## src/rtl/instr_fetch_queue.sv

```systemverilog
// Fetch front end: sequential word fetch, DEPTH-entry instruction FIFO, redirect flush.
// Define FETCHQ_BYPASS_EN to forward a live response straight to decode when the queue is empty.
module instr_fetch_queue #(
    parameter int unsigned DEPTH    = 4,
    parameter logic [31:0] RESET_PC = 32'h0
) (
    input  logic                       clk,
    input  logic                       reset,
    output logic                       mem_req_valid,
    input  logic                       mem_req_ready,
    output logic [31:0]                mem_req_addr,
    input  logic                       mem_rsp_valid,
    input  logic [31:0]                mem_rsp_data,
    input  logic                       redirect_valid,
    input  logic [31:0]                redirect_pc,
    output logic                       instr_valid,
    input  logic                       instr_ready,
    output logic [31:0]                instr_data,
    output logic [31:0]                instr_pc,
    output logic [$clog2(DEPTH+1)-1:0] occupancy
);
    localparam int unsigned CW = $clog2(DEPTH + 1);
    localparam int unsigned PW = $clog2(DEPTH);
    localparam logic [CW:0] DEPTH_W = (CW + 1)'(DEPTH);

    logic [31:0]   fetch_pc;
    logic [31:0]   rsp_pc;
    logic [CW-1:0] count;
    logic [CW-1:0] outstanding;
    logic [CW-1:0] stale;
    logic [PW-1:0] wr_ptr;
    logic [PW-1:0] rd_ptr;
    logic [31:0]   data_q [DEPTH];
    logic [31:0]   pc_q   [DEPTH];

    logic [31:0]   redir_pc;
    logic [CW:0]   inflight;
    logic          empty;
    logic          req_fire;
    logic          rsp_hit;
    logic          live;
    logic          byp;
    logic          pop;
    logic          wr_en;
    logic          rd_en;

    assign redir_pc = {redirect_pc[31:2], 2'b00};
    assign empty    = (count == '0);
    assign inflight = {1'b0, count} + {1'b0, outstanding};

    // Credit: queued plus in-flight never exceeds DEPTH, so a push never meets a full FIFO.
    assign mem_req_valid = !reset && !redirect_valid
                         && (inflight < DEPTH_W);
    assign mem_req_addr  = fetch_pc;
    assign req_fire      = mem_req_valid && mem_req_ready;

    assign rsp_hit = mem_rsp_valid && (outstanding != '0);
    assign live    = rsp_hit && (stale == '0)
                   && !redirect_valid && !reset;

`ifdef FETCHQ_BYPASS_EN
    assign byp = empty && live;
`else
    assign byp = 1'b0;
`endif

    assign instr_valid = !reset && !redirect_valid
                       && (!empty || byp);

    always_comb begin
        instr_data = '0;
        instr_pc   = '0;
        if (!empty) begin
            instr_data = data_q[rd_ptr];
            instr_pc   = pc_q[rd_ptr];
        end else if (byp) begin
            instr_data = mem_rsp_data;
            instr_pc   = rsp_pc;
        end
    end

    assign pop   = instr_valid && instr_ready;
    assign wr_en = live && !(byp && instr_ready);
    assign rd_en = pop && !empty;

    assign occupancy = count;

    always_ff @(posedge clk) begin
        if (reset) begin
            fetch_pc    <= RESET_PC;
            rsp_pc      <= RESET_PC;
            count       <= '0;
            outstanding <= '0;
            stale       <= '0;
            wr_ptr      <= '0;
            rd_ptr      <= '0;
        end else if (redirect_valid) begin
            // Every fetch still in flight comes back with old-path data.
            fetch_pc    <= redir_pc;
            rsp_pc      <= redir_pc;
            count       <= '0;
            wr_ptr      <= '0;
            rd_ptr      <= '0;
            outstanding <= outstanding - CW'(rsp_hit);
            stale       <= outstanding - CW'(rsp_hit);
        end else begin
            if (req_fire) begin
                fetch_pc <= fetch_pc + 32'd4;
            end
            outstanding <= outstanding + CW'(req_fire)
                         - CW'(rsp_hit);
            if (rsp_hit && (stale != '0)) begin
                stale <= stale - CW'(1);
            end
            if (live) begin
                rsp_pc <= rsp_pc + 32'd4;
            end
            if (wr_en) begin
                wr_ptr <= wr_ptr + PW'(1);
            end
            if (rd_en) begin
                rd_ptr <= rd_ptr + PW'(1);
            end
            count <= count + CW'(wr_en) - CW'(rd_en);
        end
    end

    always_ff @(posedge clk) begin
        if (reset) begin
            for (int i = 0; i < DEPTH; i++) begin
                data_q[i] <= '0;
                pc_q[i]   <= '0;
            end
        end else if (wr_en) begin
            data_q[wr_ptr] <= mem_rsp_data;
            pc_q[wr_ptr]   <= rsp_pc;
        end
    end

endmodule

```

## config.mk

```make
export PLATFORM = sky130hd
export DESIGN_NAME = instr_fetch_queue
export DESIGN_NICKNAME = d
export VERILOG_FILES = /design/src/rtl/instr_fetch_queue.sv
export SDC_FILE = /design/constraint.sdc
export NUM_CORES = 1
export LEC_CHECK = 0
export CORE_UTILIZATION = 40
export CTS_CLUSTER_DIAMETER = 120
export DETAILED_ROUTE_END_ITERATION = 10
export PLACE_DENSITY_LB_ADDON = 0.15
export SYNTH_ARGS = -nofsm -noshare
export SYNTH_HDL_FRONTEND = slang
export SYNTH_SLANG_ARGS = --single-unit
```

## constraint.sdc

```tcl
create_clock -name clk -period 4.9 [get_ports clk]
set_input_delay 0.98 -clock clk [delete_from_list [all_inputs] [get_ports clk]]
set_output_delay 0.98 -clock clk [all_outputs]
set_load 0.02 [all_outputs]
```

==> impl_results.md, run 1 <==
* Final hold violation count at 0
* Core footprint at 0.0379 sq mm
* Critical Path Max Stage Delay at 0.71 ns
* Drt pass-1 iters at 5
* Largest net degree at the start of global routing at 66
* CTS buffer count at 36
* CTS Hold Bufs at 0
* Max_cap viols at 0
* RSZ-0062 raised after global routing: no
* DIE AREA at 0.0395 sq mm
* DRT antenna net count at 0
* Number of H-tree levels at 2
* Async SR Flop Fraction at 0%
* Multiplexer area fraction after synthesis at 9.15%
* Mapped Cells at 1204
* Sequential share of the synthesized area at 57.7%
* Lkg Pwr at 6.75 nW
* Initial Util at 40.9%
* Wire length on met3 at 1790 um
* Critical Path Source Type: flop
* Yosys synthesis warning count at 0
* CTS tree: done
* FMAX at 259 MHz
* # rows at 71
* Total setup buffers inserted after CTS at 0
* Clock sinks at 323
* Met2 Wirelength at 18600 um
* Period utilization at 78.7%
* Slew Limit Fails at 0
* Hold Path Class: flop to flop
* Main flop type after synthesis: edfxtp_1
* First-pass GRT wire length at 59300 um
* Final wirelength at 38600 um
* WP data required at 3.92 ns
* Number of synthesized register bits at 323
* Resize count post-CTS at 0
* Largest fanout on the critical path at 47
* Gr ovfl total at 0
* Via count at 10000
* IO Pins at 171
* Clock Latency Late Sink at 0.52 ns
* # DRC at 0
* Tot GR Track Use at 19.8%
* Fraction of the mapped netlist area in compound gates at 4.46%
* Layout net count at 1429
* Routability cong. at 0.816
* Synth Area in XOR/XNOR at 2.83%
* Worst Max-Slew Pin Slew at 1.03 ns
* Max IR drop VDD at 0.156 mV
* Dpl hpwl at 22800 um
* Hold path cells at 2
* Post-layout min period at 3.86 ns
* Synth-to-Final Area Change at 21.3%
* Status: finished clean
* Largest family of logic cells by synthesized area: simple AND/OR/NAND/NOR gates
* Drt first-iter violations at 512
* Worst-path clk slew at 0.06 ns
* Layout cells sized above 1 at 13.5%
* Crit Path Class: flop to output pin
* Antenna cells at 0
* Syn Area/Cell at 12.9 sq um
* Crit end category: output pin
* Crit-path leading delay family: buffers and inverters
* Clock Skew at 0.0230 ns
* Max layer used: met4
* Number of global-route vias before repair at 10100
* Cells along the critical path: or3_2 -> buf_4 -> and2_1 -> clkdlybuf4s50_1
* Pwr Total at 6.77 mW
* Synth unique cells at 70
* Most common cell after layout, fill and taps aside: and2_1
* Wire per inst at 20.5 um
* Die H at 199 um
* Synth Area in Adders at 1.23%
* Worst rel slew slack at 30.5%
* Crit path buf inv count at 2
* Post-Syn Area at 0.0155 sq mm
* CP Depth at 4
* Post-Synth Simple-Gate Area at 21.1%
* Final setup violation count at 0
* Port bufs at 164
* Initial antenna violation count at 0
* Clock tree buffer depth at 3
* Cell Pwr Density at 360 mW/mm^2
* Die extent in x at 199 um
* Worst path slowest cell: or3_2
* Setup TNS at 0 ns
* CTS Root Cell: clkbuf_16
* M1 WL at 17700 um
* Via/cell ratio at 5.33
* Post-synth EDFFs at 248
* R2r worst-path depth at 13
* Fillers at 3322
* Most frequent cells in the layout: 250 x and2_1, 248 x edfxtp_1, 163 x clkdlybuf4s50_1
* Crit path arrival time at 2.88 ns
[sequential cells by signal (all words and copies together), names as in the netlist, named ones only]
register,cells
rsp_pc,30
stale,3
occupancy,3
data_q,128
outstanding,3
pc_q,120
rd_ptr,2
wr_ptr,2
mem_req_addr,30
[cell usage after synthesis (9+ instances only)]
| cell | count | share of area (%) |
|---|---|---|
| or3_1 | 11 | 0.44 |
| nor2_1 | 41 | 0.99 |
| nor3_1 | 9 | 0.29 |
| xor2_1 | 16 | 0.90 |
| edfxtp_1 | 248 | 48 |
| and2_1 | 250 | 10 |
| nand2_1 | 48 | 1.2 |
| ha_1 | 12 | 0.97 |
| a211oi_1 | 15 | 0.73 |
| nand3_1 | 23 | 0.74 |
| xnor2_1 | 34 | 1.9 |
| clkbuf_1 | 58 | 1.4 |
| nor4_1 | 17 | 0.69 |
| dfxtp_1 | 75 | 9.7 |
| a31oi_1 | 19 | 0.77 |
| and3_1 | 66 | 2.7 |
| o21ai_0 | 13 | 0.42 |
| inv_1 | 19 | 0.46 |
| nand4_1 | 21 | 0.85 |
| a21oi_1 | 27 | 0.87 |
| mux4_2 | 62 | 9.0 |
[layout make-up]
type                    instances  area (sq um)  area share [%]
flip-flops and latches        323          8950            47.6
multi-input cells             778          6050            32.2
repair buffers                185          1840            9.81
clock buffers                  41           920            4.89
well taps                     511           639            3.40
clock inverters                24           305            1.62
inverters                      21          78.8           0.419
[kinds of logic after synthesis]
family / count (synthesis)
simple gates: 539
compound gates: 107
xor+xnor: 50
other cells: 1
mux: 64
buf+inv: 106
fa+ha+maj: 14
flops: 323
[final timing paths]
path,start,to,slack [ns]
max,occupancy[1]$_SDFF_PP0_,instr_pc[17],1.04
min,rd_ptr[0]$_SDFFE_PP0P_,flop,0.52
max reg2reg,outstanding[2]$_SDFF_PP0_,outstanding[2]$_SDFF_PP0_,1.35
min reg2reg,rd_ptr[0]$_SDFFE_PP0P_,flop,0.52
[routing by layer]
metal / track usage (%) / vias to the layer above
met5: 0 / -
met4: 4.13 / 0
met3: 2.59 / 39
met2: 33.1 / 278
met1: 27.6 / 4996
li1: - / 4719
[worst min-delay path, cell delays in order, from the launching register on]
cell and delay [ns]:
dfxtp_1 0.34, xor2_1 0.08, nor2_1 0.07
[where the power goes]
| group | internal (mW) | switching [mW] |
|---|---|---|
| logic | 0.297 | 0.430 |
| clock network | 1.72 | 1.09 |
| registers | 3.11 | 0.118 |
[per-stage QoR]
stage	std cells	hold slack (ns)	area (sq um)	utilization, %	setup slack, ns
5_1_grt	1883	0.555	18800	49.5	0.819
3_5_place_dp	1818	0.516	17600	46.3	0.648
3_3_place_gp	1818	0.508	17600	46.3	0.675
2_1_floorplan	1207	0.485	15500	-	1.32
4_1_cts	1883	0.527	18800	49.5	0.922
6_report	1883	0.520	18800	49.5	1.04
Power figures use the tool's default switching activity.
==> inputs of run 2 (changes only) <==
- clock period: 4.9 -> 3.55 ns (I/O delays scaled with it)
==> impl_results.md, run 2 (synthesized netlist as in run 1, its figures left out) <==
* Worst-path clk slew at 0.06 ns
* Max_cap viols at 0
* Routability cong. at 0.796
* CTS buffer count at 37
* Clock sinks at 323
* Fillers at 3344
* Met2 usage at 33.1%
* Initial antenna violation count at 0
* Hold Path Class: flop to flop
* Post-layout min period at 3.29 ns
* First-pass GRT wire length at 59300 um
* Cell Pwr Density at 476 mW/mm^2
* Fin area at 0.0189 sq mm
* Layout net count at 1444
* Tot GR Track Use at 19.8%
* Via/cell ratio at 5.26
* Most used routing layer: met2
* P_int at 6.71 mW
* Number of global-route vias before repair at 10100
* Worst Max-Slew Pin Slew at 0.784 ns
* Number of H-tree levels at 2
* RSZ-0062 raised after global routing: no
* Area of the multi-input gates at 0.00605 sq mm
* # rows at 71
* Die extent in x at 199 um
* Most common cell after layout, fill and taps aside: and2_1
* Status: finished clean
* Most frequent cells in the layout: 250 x and2_1, 248 x edfxtp_1, 163 x clkdlybuf4s50_1
* FMAX at 304 MHz
* IO Pins at 171
* Lkg Pwr at 6.78 nW
* Drt pass-1 iters at 4
* Core footprint at 0.0379 sq mm
* Final wirelength at 38400 um
* Layout cells sized above 1 at 13.9%
* WP data required at 2.84 ns
* Max IR drop VDD at 0.258 mV
* Largest fanout on the critical path at 11
* Total setup buffers inserted after CTS at 0
* Met3 usage at 2.44%
* Setup TNS at 0 ns
* Sw Ratio at 25.2%
* Clock Skew at 0.0231 ns
* Largest registers: data_q (128), pc_q (120)
* CTS Root Cell: clkbuf_16
* Resize count post-CTS at 0
* Crit Path Class: flop to output pin
* Most flops, register: data_q
* Slew Limit Fails at 0
* Via count at 9991
* Die H at 199 um
* Wire per inst at 20.2 um
* DRT antenna net count at 0
* Clock tree buffer depth at 3
* Met1 GRT Util at 27.6%
* DIE AREA at 0.0395 sq mm
* Gr ovfl total at 0
* Crit end category: output pin
* Comb pwr share at 11.4%
* Critical Path Source Type: flop
* Worst rel slew slack at 47.3%
* Clock power share at 39.0%
* P_sw at 2.26 mW
* Initial Util at 40.9%
* # DRC at 0
* Final setup violation count at 0
* Port bufs at 164
* Area of all sequential standard cells at 0.00895 sq mm
* Drt first-iter violations at 514
* Max reg flops at 128
* Dpl hpwl at 23300 um
* Crit path arrival time at 2.58 ns
* CTS Hold Bufs at 0
* Synth-to-Final Area Change at 21.7%
* Final hold violation count at 0
* R2r setup slk at 0.53 ns
* Antenna cells at 0
* Period utilization at 92.7%
* Largest net degree at the start of global routing at 66
* CTS tree: done
* Seq pwr share at 49.6%
* Placement-stage cell area at 0.0177 sq mm
* Clock Latency Late Sink at 0.53 ns
==> run 2: cell types whose count changed in the layout (fill, tap and decap cells not counted), sizes merged <==
cell    change
buf        +14
bufinv      -7
clkbuf      +8
==> run 2: layer usage <==
layer / wire length [um] / vias to the layer above / part of all wire (%)
li1: - / 4741 / -
met1: 17500 / 4928 / 46
met2: 18500 / 278 / 48
met3: 1750 / 44 / 4.6
met4: 647 / 0 / 1.7
met5: 0 / - / 0
==> run 2: layout make-up <==
type,instances,area share (%)
Timing Repair Buffer,199,10.7
Clock inverter,17,0.551
Clock buffer,49,5.32
Multi-Input combinational cell,778,32.1
Sequential cell,323,47.5
Tap cell,511,3.39
Inverter,21,0.418
==> run 2: path summary, 6_finish.rpt <==
kind                                      start                       endpoint  cells past startpoint
hold / removal    mem_req_addr[17]$_SDFFE_PP0P_  mem_req_addr[17]$_SDFFE_PP0P_                      2
setup / recovery                           flop                  instr_data[2]                      4
setup reg to reg      outstanding[2]$_SDFF_PP0_      outstanding[2]$_SDFF_PP0_                     12
hold reg to reg   mem_req_addr[17]$_SDFFE_PP0P_  mem_req_addr[17]$_SDFFE_PP0P_                      2
==> run 2: worst max-delay path, stage by stage (launching register included) <==
cell	delay [ns]
dfxtp_4	0.46
buf_4	0.31
mux4_2	0.55
and2_1	0.18
clkdlybuf4s50_1	0.56
==> run 2: stage by stage <==
step / cells / power (mW) / hold WS (ns) / setup WS [ns] / utilization, %
4_1_cts: 1898 / 9.08 / 0.541 / 0.203 / 49.7
3_3_place_gp: 1832 / 5.56 / 0.510 / 0.148 / 46.8
2_1_floorplan: 1207 / 5.11 / 0.485 / 0.237 / -
3_5_place_dp: 1832 / 5.57 / 0.526 / 0.165 / 46.8
6_report: 1898 / 8.98 / 0.535 / 0.258 / 49.7
5_1_grt: 1898 / 9.34 / 0.580 / 0.126 / 49.7
==> run 2: power by group through the flow <==
| stage | clock, mW | combinational [mW] | sequential [mW] |
|---|---|---|---|
| after floorplan | 0 | 0.611 | 4.50 |
| after global placement | 0 | 1.03 | 4.53 |
| after detailed placement | 0 | 1.03 | 4.53 |
| after CTS | 3.59 | 1.04 | 4.45 |
| after global routing | 3.73 | 1.12 | 4.48 |
| final | 3.51 | 1.02 | 4.45 |
==> inputs of run 3 (changes only) <==
- CELL_PAD_IN_SITES_DETAIL_PLACEMENT: not set -> 0
- CELL_PAD_IN_SITES_GLOBAL_PLACEMENT: not set -> 1
- CTS_CLUSTER_SIZE: not set -> 10
- clock period: 3.55 -> 3.5 ns (I/O delays scaled with it)
==> impl_results.md, run 3 (synthesized netlist as in run 1, its figures left out) <==
* Period utilization at 96.2%
* IO Pins at 171
* Pwr Total at 9.11 mW
* Largest registers: data_q (128), pc_q (120)
* Clock tree buffer depth at 3
* Clock Latency Late Sink at 0.53 ns
* Total setup buffers inserted after CTS at 0
* Via/cell ratio at 5.27
* Tot GR Track Use at 20.2%
* First-pass GRT wire length at 60600 um
* Clock Skew at 0.0205 ns
* DRT antenna net count at 0
* CTS Root Cell: clkbuf_16
* Largest fanout on the critical path at 14
* Most flops, register: data_q
* # rows at 71
* Via count at 9974
* Lkg Pwr at 6.74 nW
* Final setup violation count at 0
* Number of H-tree levels at 2
* FMAX at 297 MHz
* RSZ-0062 raised after global routing: no
* Initial Util at 40.9%
* Slew Limit Fails at 0
* Placement-stage cell area at 0.0177 sq mm
* Synth-to-Final Area Change at 21.5%
* Resize count post-CTS at 0
* # DRC at 0
* DIE AREA at 0.0395 sq mm
* Most common cell after layout, fill and taps aside: and2_1
* Drt pass-1 iters at 4
* Fin area at 0.0188 sq mm
* CTS buffer count at 38
* Die extent in x at 199 um
* Crit Path Class: flop to output pin
* Status: finished clean
* Initial antenna violation count at 1
* Hold Path Class: flop to flop
* Final wirelength at 39200 um
* CTS tree: done
* Dpl hpwl at 23700 um
* Setup TNS at 0 ns
* Final hold violation count at 0
* Number of global-route vias before repair at 10300
* Layout cells sized above 1 at 13.3%
* Routability cong. at 0.837
* Critical Path Source Type: flop
* Worst-path clk slew at 0.06 ns
* Worst rel slew slack at 46.3%
* Max reg flops at 128
* Core footprint at 0.0379 sq mm
* Crit path arrival time at 2.67 ns
* Cell Pwr Density at 484 mW/mm^2
* Die H at 199 um
* Worst Max-Slew Pin Slew at 0.806 ns
* Wire per inst at 20.7 um
* Clock sinks at 323
* Max IR drop VDD at 0.344 mV
* Post-layout min period at 3.37 ns
* CTS Hold Bufs at 0
* Crit end category: output pin
* Largest net degree at the start of global routing at 66
* Port bufs at 164
* Drt first-iter violations at 448
* Gr ovfl total at 0
* Max_cap viols at 0
* WP data required at 2.80 ns
* Most frequent cells in the layout: 250 x and2_1, 248 x edfxtp_1, 163 x clkdlybuf4s50_1
* Layout net count at 1443
-- run 3: where the power goes --
group | total (mW) | internal [mW] | switching, mW
clock | 3.56 | 2.05 | 1.51
sequential | 4.52 | 4.35 | 0.163
combinational | 1.03 | 0.433 | 0.597
total | 9.11 | 6.84 | 2.27
-- run 3: stage by stage --
| step | worst slack [ns] | hold WS (ns) | std cells | util [%] |
|---|---|---|---|---|
| after floorplan | 0.197 | 0.485 | 1207 | - |
| after global placement | 0.130 | 0.509 | 1830 | 46.8 |
| after detailed placement | 0.136 | 0.524 | 1830 | 46.8 |
| after CTS | 0.0646 | 0.540 | 1890 | 49.6 |
| after global routing | 0.00415 | 0.578 | 1891 | 49.6 |
| final | 0.133 | 0.530 | 1891 | 49.6 |
-- run 3: critical path, stage by stage, from the launching register on --
cell	delay [ns]
dfxtp_4	0.49
buf_4	0.35
mux4_2	0.58
and2_1	0.18
clkdlybuf4s50_1	0.53
-- run 3: path summary, 6_finish.rpt --
| kind | from | to | slack, ns | cells after the start |
|---|---|---|---|---|
| worst max register to register | outstanding[2]$_SDFF_PP0_ | outstanding[2]$_SDFF_PP0_ | 0.48 | 12 |
| worst max-delay path | flop | instr_data[7] | 0.13 | 4 |
| worst min register to register | rd_ptr[0]$_SDFFE_PP0P_ | flop | 0.53 | 2 |
| worst min-delay path | rd_ptr[0]$_SDFFE_PP0P_ | flop | 0.53 | 2 |
-- run 3: final cells by class --
type	instances	area (sq um)
Sequential cell	323	8950
Timing Repair Buffer	197	2010
Clock inverter	3	41.3
Multi-Input combinational cell	778	6050
Inverter	21	78.8
Antenna cell	1	2.50
Clock buffer	57	1040
Fill cell	3362	19100
Tap cell	511	639
-- run 3: per-layer routing --
layer	vias to the layer above	share of wire [%]	GRT usage [%]
li1	4739	-	-
met1	4936	44	26.4
met2	258	49	35.1
met3	41	4.9	3.12
met4	0	1.4	4.67
met5	-	0	0
